### config.mk
export PLATFORM = sky130hd
export DESIGN_NAME = rv_alu_issue
export DESIGN_NICKNAME = d
export VERILOG_FILES = /design/src/rtl/rv_alu_issue.sv
export SDC_FILE = /design/constraint.sdc
export NUM_CORES = 1
export LEC_CHECK = 0
export BUFFER_PORTS_ARGS = -buffer_cell sky130_fd_sc_hd__buf_2
export CAP_MARGIN = 15
export CORE_MARGIN = 5
export CORE_UTILIZATION = 51
export DETAILED_ROUTE_END_ITERATION = 16
export GPL_TIMING_DRIVEN = 0
export MAX_ROUTING_LAYER = met4
export PLACE_DENSITY = 0.87
export SYNTH_ARGS = -nofsm -noshare
export SYNTH_HDL_FRONTEND = slang
export SYNTH_SLANG_ARGS = --single-unit
export TNS_END_PERCENT = 1
### constraint.sdc
create_clock -name clk_i -period 9.1 [get_ports clk_i]
set_input_delay 0.91 -clock clk_i [delete_from_list [all_inputs] [get_ports clk_i]]
set_output_delay 0.91 -clock clk_i [all_outputs]
set_load 0.05 [all_outputs]
### src/rtl/rv_alu_issue.sv
// Decode-to-execute issue stage feeding the RV32I ALU: one-cycle latency from accept to out_valid_o.
// Backpressure: SKID=1 absorbs one extra entry behind a registered in_ready_o; SKID=0 stalls combinationally.
module rv_alu_issue #(
    parameter int XLEN = 32,
    parameter int SKID = 1
) (
    input  logic            clk_i,
    input  logic            reset_i,
    input  logic            flush_i,
    input  logic            in_valid_i,
    output logic            in_ready_o,
    input  logic [31:0]     instr_i,
    input  logic [XLEN-1:0] pc_i,
    input  logic [XLEN-1:0] rs1_data_i,
    input  logic [XLEN-1:0] rs2_data_i,
    output logic            out_valid_o,
    input  logic            out_ready_i,
    output logic [XLEN-1:0] opr_a_o,
    output logic [XLEN-1:0] opr_b_o,
    output logic [3:0]      op_sel_o,
    output logic            is_branch_o,
    output logic            br_inv_o,
    output logic [4:0]      rd_o,
    output logic [XLEN-1:0] pc_o,
    output logic            illegal_o
);

    if (XLEN != 32) begin : g_bad_xlen
        $error("rv_alu_issue supports XLEN=32 only");
    end

    localparam logic [3:0] OP_ADD = 4'b0000, OP_SUB = 4'b0001, OP_SLL = 4'b0010,
                           OP_SRL = 4'b0011, OP_SRA = 4'b0100, OP_OR  = 4'b0101,
                           OP_AND = 4'b0110, OP_XOR = 4'b0111, OP_EQL = 4'b1000,
                           OP_ULT = 4'b1001, OP_SLT = 4'b1011;

    localparam logic [6:0] OPC_OP     = 7'b0110011, OPC_OP_IMM = 7'b0010011,
                           OPC_LOAD   = 7'b0000011, OPC_STORE  = 7'b0100011,
                           OPC_JALR   = 7'b1100111, OPC_LUI    = 7'b0110111,
                           OPC_AUIPC  = 7'b0010111, OPC_JAL    = 7'b1101111,
                           OPC_BRANCH = 7'b1100011;

    typedef struct packed {
        logic [XLEN-1:0] opr_a;
        logic [XLEN-1:0] opr_b;
        logic [3:0]      op_sel;
        logic            is_branch;
        logic            br_inv;
        logic [4:0]      rd;
        logic [XLEN-1:0] pc;
        logic            illegal;
    } entry_t;

    function automatic logic [3:0] alu_op(input logic [2:0] f3, input logic alt, input logic sub_ok);
        logic [3:0] op;
        case (f3)
            3'b000:  op = (alt && sub_ok) ? OP_SUB : OP_ADD;
            3'b001:  op = OP_SLL;
            3'b010:  op = OP_SLT;
            3'b011:  op = OP_ULT;
            3'b100:  op = OP_XOR;
            3'b101:  op = alt ? OP_SRA : OP_SRL;
            3'b110:  op = OP_OR;
            default: op = OP_AND;
        endcase
        return op;
    endfunction

    logic [6:0]  opcode;
    logic [2:0]  funct3;
    logic [31:0] imm_i, imm_s, imm_u, imm_j;

    assign opcode = instr_i[6:0];
    assign funct3 = instr_i[14:12];
    assign imm_i  = {{20{instr_i[31]}}, instr_i[31:20]};
    assign imm_s  = {{20{instr_i[31]}}, instr_i[31:25], instr_i[11:7]};
    assign imm_u  = {instr_i[31:12], 12'h000};
    assign imm_j  = {{11{instr_i[31]}}, instr_i[31], instr_i[19:12], instr_i[20], instr_i[30:21], 1'b0};

    entry_t dec;

    always_comb begin
        dec       = '0;
        dec.rd    = instr_i[11:7];
        dec.pc    = pc_i;
        case (opcode)
            OPC_OP: begin
                dec.opr_a  = rs1_data_i;
                dec.opr_b  = rs2_data_i;
                dec.op_sel = alu_op(funct3, instr_i[30], 1'b1);
            end
            OPC_OP_IMM: begin
                // instr[30] is part of the immediate here, so it only selects SRA, never SUB
                dec.opr_a  = rs1_data_i;
                dec.opr_b  = imm_i;
                dec.op_sel = alu_op(funct3, instr_i[30], 1'b0);
            end
            OPC_LOAD, OPC_JALR: begin
                dec.opr_a = rs1_data_i;
                dec.opr_b = imm_i;
            end
            OPC_STORE: begin
                dec.opr_a = rs1_data_i;
                dec.opr_b = imm_s;
            end
            OPC_LUI:   dec.opr_b = imm_u;
            OPC_AUIPC: begin
                dec.opr_a = pc_i;
                dec.opr_b = imm_u;
            end
            OPC_JAL: begin
                dec.opr_a = pc_i;
                dec.opr_b = imm_j;
            end
            OPC_BRANCH: begin
                dec.opr_a     = rs1_data_i;
                dec.opr_b     = rs2_data_i;
                dec.is_branch = 1'b1;
                dec.br_inv    = funct3[0];
                case (funct3)
                    3'b000, 3'b001: dec.op_sel = OP_EQL;
                    3'b100, 3'b101: dec.op_sel = OP_SLT;
                    3'b110, 3'b111: dec.op_sel = OP_ULT;
                    default: begin
                        dec.illegal   = 1'b1;
                        dec.is_branch = 1'b0;
                        dec.br_inv    = 1'b0;
                        dec.opr_a     = '0;
                        dec.opr_b     = '0;
                    end
                endcase
            end
            default: dec.illegal = 1'b1;
        endcase
    end

    logic   m_vld, s_vld;
    entry_t m_dat, s_dat;
    logic   accept, m_free;

    assign in_ready_o = (SKID != 0) ? !s_vld : (!m_vld || out_ready_i);
    assign accept     = in_valid_i && in_ready_o;
    assign m_free     = !m_vld || out_ready_i;

    always_ff @(posedge clk_i or posedge reset_i) begin
        if (reset_i) begin
            m_vld <= 1'b0;
            s_vld <= 1'b0;
            m_dat <= '0;
            s_dat <= '0;
        end else if (flush_i) begin
            m_vld <= 1'b0;
            s_vld <= 1'b0;
        end else if (m_free) begin
            if (s_vld) begin
                // older skid entry advances first to keep FIFO order
                m_vld <= 1'b1;
                m_dat <= s_dat;
                s_vld <= accept;
                if (accept) s_dat <= dec;
            end else begin
                m_vld <= accept;
                if (accept) m_dat <= dec;
            end
        end else if ((SKID != 0) && accept) begin
            s_vld <= 1'b1;
            s_dat <= dec;
        end
    end

    assign out_valid_o = m_vld;
    assign opr_a_o     = m_dat.opr_a;
    assign opr_b_o     = m_dat.opr_b;
    assign op_sel_o    = m_dat.op_sel;
    assign is_branch_o = m_dat.is_branch;
    assign br_inv_o    = m_dat.br_inv;
    assign rd_o        = m_dat.rd;
    assign pc_o        = m_dat.pc;
    assign illegal_o   = m_dat.illegal;

endmodule

==> metrics.md, run 1 <==
| Metric | Value |
|---|---|
| Peak Freq | roughly 330 MHz |
| CTS tree | done |
| Max-slew violation count | 0 |
| Fin nets | between 1000 and 1500 |
| DP Area | 11400 um^2 |
| Leak | ~5.6 nW |
| Register area | 5460 um^2 |
| Port bufs | 239 |
| DR WL/cell | between 15 and 20 um |
| Syn nets | approximately 1200 |
| Syn_area_per_cell | roughly 9.6 um^2 |
| Combinational Power Share | between 20% and 30% |
| Synth Warn # | 0 |
| WS Path Type | flip-flop to primary output |
| Clock buffer depth | 3 |
| Share of the synthesized area in the top cell type | between 50 and 60% |
| Area of the multi-input gates | 3960 um^2 |
| Crit share post-route | between 30% and 40% |
| Register area share after synthesis | 55.3% |
| CP max stage cell | clkbuf_1 |
| GRT Total Usage | 28.2% |
| Final Util | 64.3% |
| Synth unique cells | 49 |
| Worst-Margin Slew | between 0.8 and 0.9 ns |
| Starting Density | 52.2% |
| Final min period | 3.03 ns |
| Top post-synthesis cells by area | dfrtp_1 55%, nand2_1 8.4%, a22oi_1 4.7% |
| Hold-fix buffers at CTS | 0 |
| Clock root buffer master | clkbuf_16 |
| Hold crit path type | flip-flop to flip-flop |
| Global placement routability congestion | a little over 1 |
| Layout cells sized above 1 | between 20% and 30% |
| Antenna-violating nets left | 0 |
| Fraction of registers with async set/reset | 100% |
| Synth Flop Type | dfrtp_1 |
| Via density | 5.79 |
| EDFF count, synth | 0 |
| Min-Delay Path Depth | 2 |
| CTS buffer count | 22 |
| DRT Wirelength | approximately 31 mm |
| Top post-synthesis cells by count | 220 x nand2_1, 218 x dfrtp_1, 88 x o21ai_0 |
| HPWL after DPL | 22.0 mm |
| Crit path capture type | primary output |
| # setup viols final | 0 |
| Fillcell total | 1561 |
| Power consumption | 2.73 mW |
| Leading area contributor after synthesis | dfrtp_1 |
| Area Growth Syn to Fin | 23.1% |
| Maximum VDD drop | roughly 140 uV |
| R2R cell count | 5 |
| Crit Path Max Fanout | 10 |
| Clock share of power | 32.7% |
| Number of global-route vias before repair | 9110 |
| Via count | around 9000 |
| Clock slew at reported path FFs | ~0.06 ns |
| H-Tree Depth | 1 |
| Relative slew slack | 44.9% |
| Sink Count | 218 |
| WP data required | 8.19 ns |
| Row count | 50 |
| Largest net degree at the start of global routing | 115 |
| Initial antenna violation count | 4 |
| Die area | 22200 um^2 |
| Mapped Area | 9860 um^2 |
| # IOs | 243 |
| Max-Cap Viols | 0 |
| Post-CTS Setup Repair Bufs | 0 |
| CP arrival | about 2.1 ns |
| Pwr/cell area | 225 nW/um^2 |
| Core Area | 18900 um^2 |
| Pint | about 1.8 mW |
| #FFs+latches synth | 218 |
| Final hold slack | 0.474 ns |
| First-pass GRT wire length | 48.8 mm |
| RSZ-0062 raised after global routing | no |
| Psw | 0.942 mW |
| Register share of total power | 43.6% |
| Switching part of the total power | 34.5% |
| Final Hold Fails | 0 |
| Cts repair resizes | 0 |
| Setup crit start kind | flip-flop |
| CP peak stage delay | about 0.45 ns |
| Worst-Skew Late Latency | 0.51 ns |
| Critical-path cell list | buf_4 -> clkinv_1 -> clkbuf_1 -> buf_2 |
| Clk_skew | 0.0120 ns |
| Syn Inst Count | 1031 |
| Die H | 149 um |
| Die Width | approximately 150 um |
| Outcome | finished, final reports clean |
| DRT Pass-1 Iters | 5 |
| GRT overflow | 0 |
| DR iter-0 viols | 770 |
| Residual DRC count | 0 |
| Fin area | around 12000 um^2 |
| Most frequent cell after synthesis | nand2_1 |
==> sequential cells by signal, summed over array words and instances (netlist names) <==
register,count
br_inv_o,1
illegal_o,1
is_branch_o,1
op_sel_o,4
opr_a_o,32
opr_b_o,32
out_valid_o,1
pc_o,32
rd_o,5
s_dat,108
s_vld,1
==> path summary, 6_finish.rpt <==
path	startpoint	end	slack (ns)
worst min register to register	pc_o[3]	pc_o[3]	0.47
max in group asynchronous	reset_i	pc_o[20]	7.56
min in group asynchronous	reset_i	opr_b_o[12]	0.49
worst max-delay path	s_vld	in_ready_o	6.07
worst min-delay path	pc_o[3]	pc_o[3]	0.47
worst max register to register	out_valid_o	op_sel_o[2]	6.73
==> power by group through the flow <==
stage,Combinational [mW],Clock [mW],Sequential (mW)
after floorplan,0.190,0,1.46
after global placement,0.632,0,1.20
after detailed placement,0.646,0,1.21
after CTS,0.650,0.902,1.19
after global routing,0.693,0.947,1.21
final,0.647,0.893,1.19
==> layout by cell type (no fill, tap or decap), types with 7 or more instances in the layout <==
cell type and count:
a21oi_1 86, buf_6 11, o22ai_1 12, o221ai_1 11, clkbuf_1 48, nand2_1 220, nand3_1 7, dfrtp_1 218
o21ai_1 43, a31oi_1 9, o21ai_0 88, mux2i_1 39, or3_1 43, clkbuf_16 23, a22oi_1 62, nor2_1 51
buf_2 258
==> stage by stage <==
stage,cells,worst slack [ns],setup TNS [ns]
CTS,1571,6.06,0
global route,1576,6.02,0
global placement,1530,-0.0859,-14.46
floorplan,1031,2.23,0
finish,1576,6.07,0
detailed placement,1531,6.31,0
==> cells by family after synthesis <==
kind of cell	count (synthesis)	share of synthesized area (%)
simple gates	350	15.7
compound gates	340	20.4
flops	218	55.3
buf+inv	83	4.47
mux	39	3.96
xor+xnor	1	0.0889
==> routing by layer <==
metal  part of all wire (%)  track usage, %  vias up
met5                      0               -        -
met4                    3.4            9.52        0
met3                    7.8            3.71       80
met2                     47            43.9      458
met1                     42            38.6     4420
li1                       -               -     4170
==> worst max-delay path, delay by kind of cell, from the launching register on <==
family                 cells  cell delay [ns]
DFF                        1             0.36
buffers and inverters      4             1.25
==> final cells by class <==
cell class | instances | share of cell area, %
diodes | 5 | 0.103
plain buffers | 79 | 3.50
clock buffers | 34 | 5.58
clock inverters | 6 | 0.289
inverters | 4 | 0.186
multi-input cells | 730 | 32.6
flip-flops and latches | 218 | 44.9
well taps | 260 | 2.68
repair buffers | 240 | 10.1
(Power assumes the default switching activity.)
==> run 2, diff against run 1 <==
Settings changed: ABC_AREA set to 1, CORE_UTILIZATION 51 to 50.
Clock period 9.1 ns to 2.5 ns, I/O delays scaled along.
==> run 2 against run 1 <==
- non-clock buffer count grew 37
- total power increased to 3.9 times the previous value
- worst hold slack got worse by 0.46 ns
- first-iteration DRC count up 77%
==> metrics.md, run 2 <==
| Metric | Value |
|---|---|
| Register with the most flip-flops | s_dat |
| Fillcell total | 1982 |
| DR WL/cell | 17.9 um |
| Die H | 162 um |
| EDFF count, synth | 0 |
| Crit Path Max Fanout | 19 |
| Max-Cap Viols | 0 |
| # setup viols final | 0 |
| Most frequent cells in the layout | 540 x nand2_1, 281 x buf_2, 218 x dfrtp_1 |
| Top post-synthesis cells by area | dfrtp_1 47%, nand2_1 18%, o21ai_0 6.3% |
| Power consumption | 10.6 mW |
| Die Width | 162 um |
| Top post-synthesis cells by count | 540 x nand2_1, 218 x dfrtp_1, 190 x nor2_1 |
| Main combinational cell family by area after synthesis | simple AND/OR/NAND/NOR gates |
| Setup crit start kind | flip-flop |
| Commonest non-fill, non-tap cell in the layout | nand2_1 |
| Worst-Skew Late Latency | 0.52 ns |
| R2R cell count | 7 |
| Share of the synthesized area in the top cell type | a little under half |
| Synth Area in XOR/XNOR | 0% |
| Final Hold Fails | 0 |
| CP arrival | slightly below 2 ns |
| Layout cells sized above 1 | about a fifth |
| Area of the multi-input gates | between 5000 and 6000 um^2 |
| Outcome | finished, final reports clean |
| DR iter-0 viols | 1360 |
| FF-to-FF setup slack | around 0.37 ns |
| Mux cell area share after synthesis | 0% |
| H-Tree Depth | 1 |
| Min-delay src | pc_i[29] |
| Clk_skew | between 0.009 and 0.01 ns |
| GRT Total Usage | 30.1% |
| R2r startpoint | s_vld |
| Clock root buffer master | clkbuf_16 |
| RSZ-0062 raised after global routing | no |
| Maximum VDD drop | 438 uV |
| Syn_area_per_cell | 7.14 um^2 |
| Core Area | 22600 um^2 |
| Pwr/cell area | 754 nW/um^2 |
| Die area | 26100 um^2 |
| Area share of and/or/nand/nor cells after synthesis | 31.7% |
| GRT overflow | 0 |
| Synth Warn # | 0 |
| Post-synthesis adder-cell area fraction | 0% |
| Register area share after synthesis | a little under half |
| Synth unique cells | 26 |
| WS Path Type | flip-flop to primary output |
| Max reg flops | about 110 |
| First-pass GRT wire length | 62.3 mm |
| Clock buffer depth | 3 |
| CP peak stage delay | about 0.47 ns |
| Compound-cell area share of the yosys netlist | 13.1% |
| Crit path capture type | primary output |
| Peak Freq | approximately 450 MHz |
| Initial antenna violation count | 8 |
| Synth Flop Type | dfrtp_1 |
| Syn Inst Count | 1611 |
| WP data required | 2.25 ns |
| Worst r2r dst | opr_a_o[4] |
| Crit share post-route | 89.4% |
| Residual DRC count | 0 |
| Number of global-route vias before repair | between 10000 and 15000 |
| Syn nets | 1744 |
| Leading area contributor after synthesis | dfrtp_1 |
| Mapped Area | 11500 um^2 |
| DRT Pass-1 Iters | 6 |
| Critical-path cell list | inv_2 -> buf_2 -> buf_2 |
| CTS tree | done |
| Hold crit path type | primary input to flip-flop |
| Area Growth Syn to Fin | 22.8% |
| CTS buffer count | 24 |
| Register area | 5460 um^2 |
| Row count | 55 |
| Min-Delay Path Depth | 3 |
| Final min period | 2.24 ns |
| Port bufs | 240 |
| Antenna-violating nets left | 0 |
| Largest net degree at the start of global routing | 43 |
| HPWL after DPL | 29.3 mm |
| Worst-Margin Slew | between 0.6 and 0.7 ns |
| Sink Count | 218 |
| Leak | 7.99 nW |
| Relative slew slack | between 50 and 60% |
| Most frequent cell after synthesis | nand2_1 |
| Starting Density | between 50% and 60% |
| CP max stage cell | buf_2 |
| #FFs+latches synth | 218 |
| Hold endpoint | s_dat[30] |
| Fin nets | between 2000 and 2500 |
| Fin area | about 14000 um^2 |
| # IOs | around 240 |
| Fraction of registers with async set/reset | 100% |
| Max-slew violation count | 0 |
| Global placement routability congestion | roughly 0.9 |
| Most used cell, CP | buf_2 |
| Via count | roughly 12000 |
| DRT Wirelength | 39.4 mm |
| DP Area | 13200 um^2 |
| Via density | 5.64 |
| Clock slew at reported path FFs | around 0.060 ns |
-- run 2: changes by cell type in the layout (fill, tap and decap cells not counted), moves of 43 or more --
cell / previous run / this run
nand3_1: 7 / 115
nand2_1: 220 / 540
o21ai_0: 88 / 145
inv_1: 2 / 93
a22oi_1: 62 / 0
nor2_1: 51 / 190
or3_1: 43 / 0
-- run 2: power by group --
group / total [mW] / switching (mW) / internal, mW
registers: 4.42 / 0.303 / 4.12
clock network: 3.96 / 1.46 / 2.49
logic: 2.27 / 1.65 / 0.621
total: 10.6 / 3.42 / 7.23
-- run 2: area by class of cell --
cell class | count | share of cell area [%]
flip-flops and latches | 218 | 38.6
multi-input cells | 1185 | 36.5
repair buffers | 248 | 9.50
clock buffers | 37 | 5.39
plain buffers | 108 | 3.71
inverters | 99 | 2.66
well taps | 285 | 2.53
clock inverters | 6 | 0.939
diodes | 11 | 0.195
-- run 2: logic make-up (layout without fill, tap and decap cells) --
group | Yosys count | in the layout
simple gates | 895 | 895
compound gates | 290 | 290
flops | 218 | 218
buf+inv | 208 | 498
other cells | 0 | 11
-- run 2: worst max-delay path by stage --
| stage | to | startpoint | slack [ns] |
|---|---|---|---|
| 2_1_floorplan | br_inv_o | reset_i | -0.59 |
| 3_3_place_gp | opr_b_o[29] | reset_i | -1.90 |
| 3_5_place_dp | in_ready_o | s_vld | 0.37 |
| 4_1_cts | in_ready_o | s_vld | 0.28 |
| 5_1_grt | in_ready_o | s_vld | 0.21 |
| 6_report | in_ready_o | s_vld | 0.26 |
-- run 2: through the flow --
step                      setup WS (ns)  std cells  setup TNS [ns]  utilization [%]  hold slack [ns]
after floorplan                  -0.590       1611         -128.64                -            0.358
after global placement            -1.90       2136         -411.36             57.7            0.458
after detailed placement          0.367       2142               0             58.2            0.293
after CTS                         0.280       2186               0             62.2          0.00449
after global routing              0.214       2194               0             62.3           0.0222
final                             0.264       2197               0             62.4           0.0148
-- run 2: repair_timing --
item                                    4_1_cts  5_1_grt
resized for setup                             0        0
hold buffers                                  2        0
buffers inserted                              0        0
endpoints found under the setup margin        1        0
hold endpoints to repair                     17        0
-- run 2: per-layer routing --
metal | part of all wire, % | vias to the layer above | GRT usage, %
met2 | 46 | 811 | 48.0
met4 | 3.1 | 0 | 8.88
met3 | 12 | 125 | 6.24
met5 | 0 | - | -
li1 | - | 5763 | -
met1 | 40 | 5692 | 39.2
-- run 2: worst max-delay path, delay by kind of cell (launching register included) --
kind	cells	cell delay [ns]
buf+inv	3	1.01
flops	1	0.44
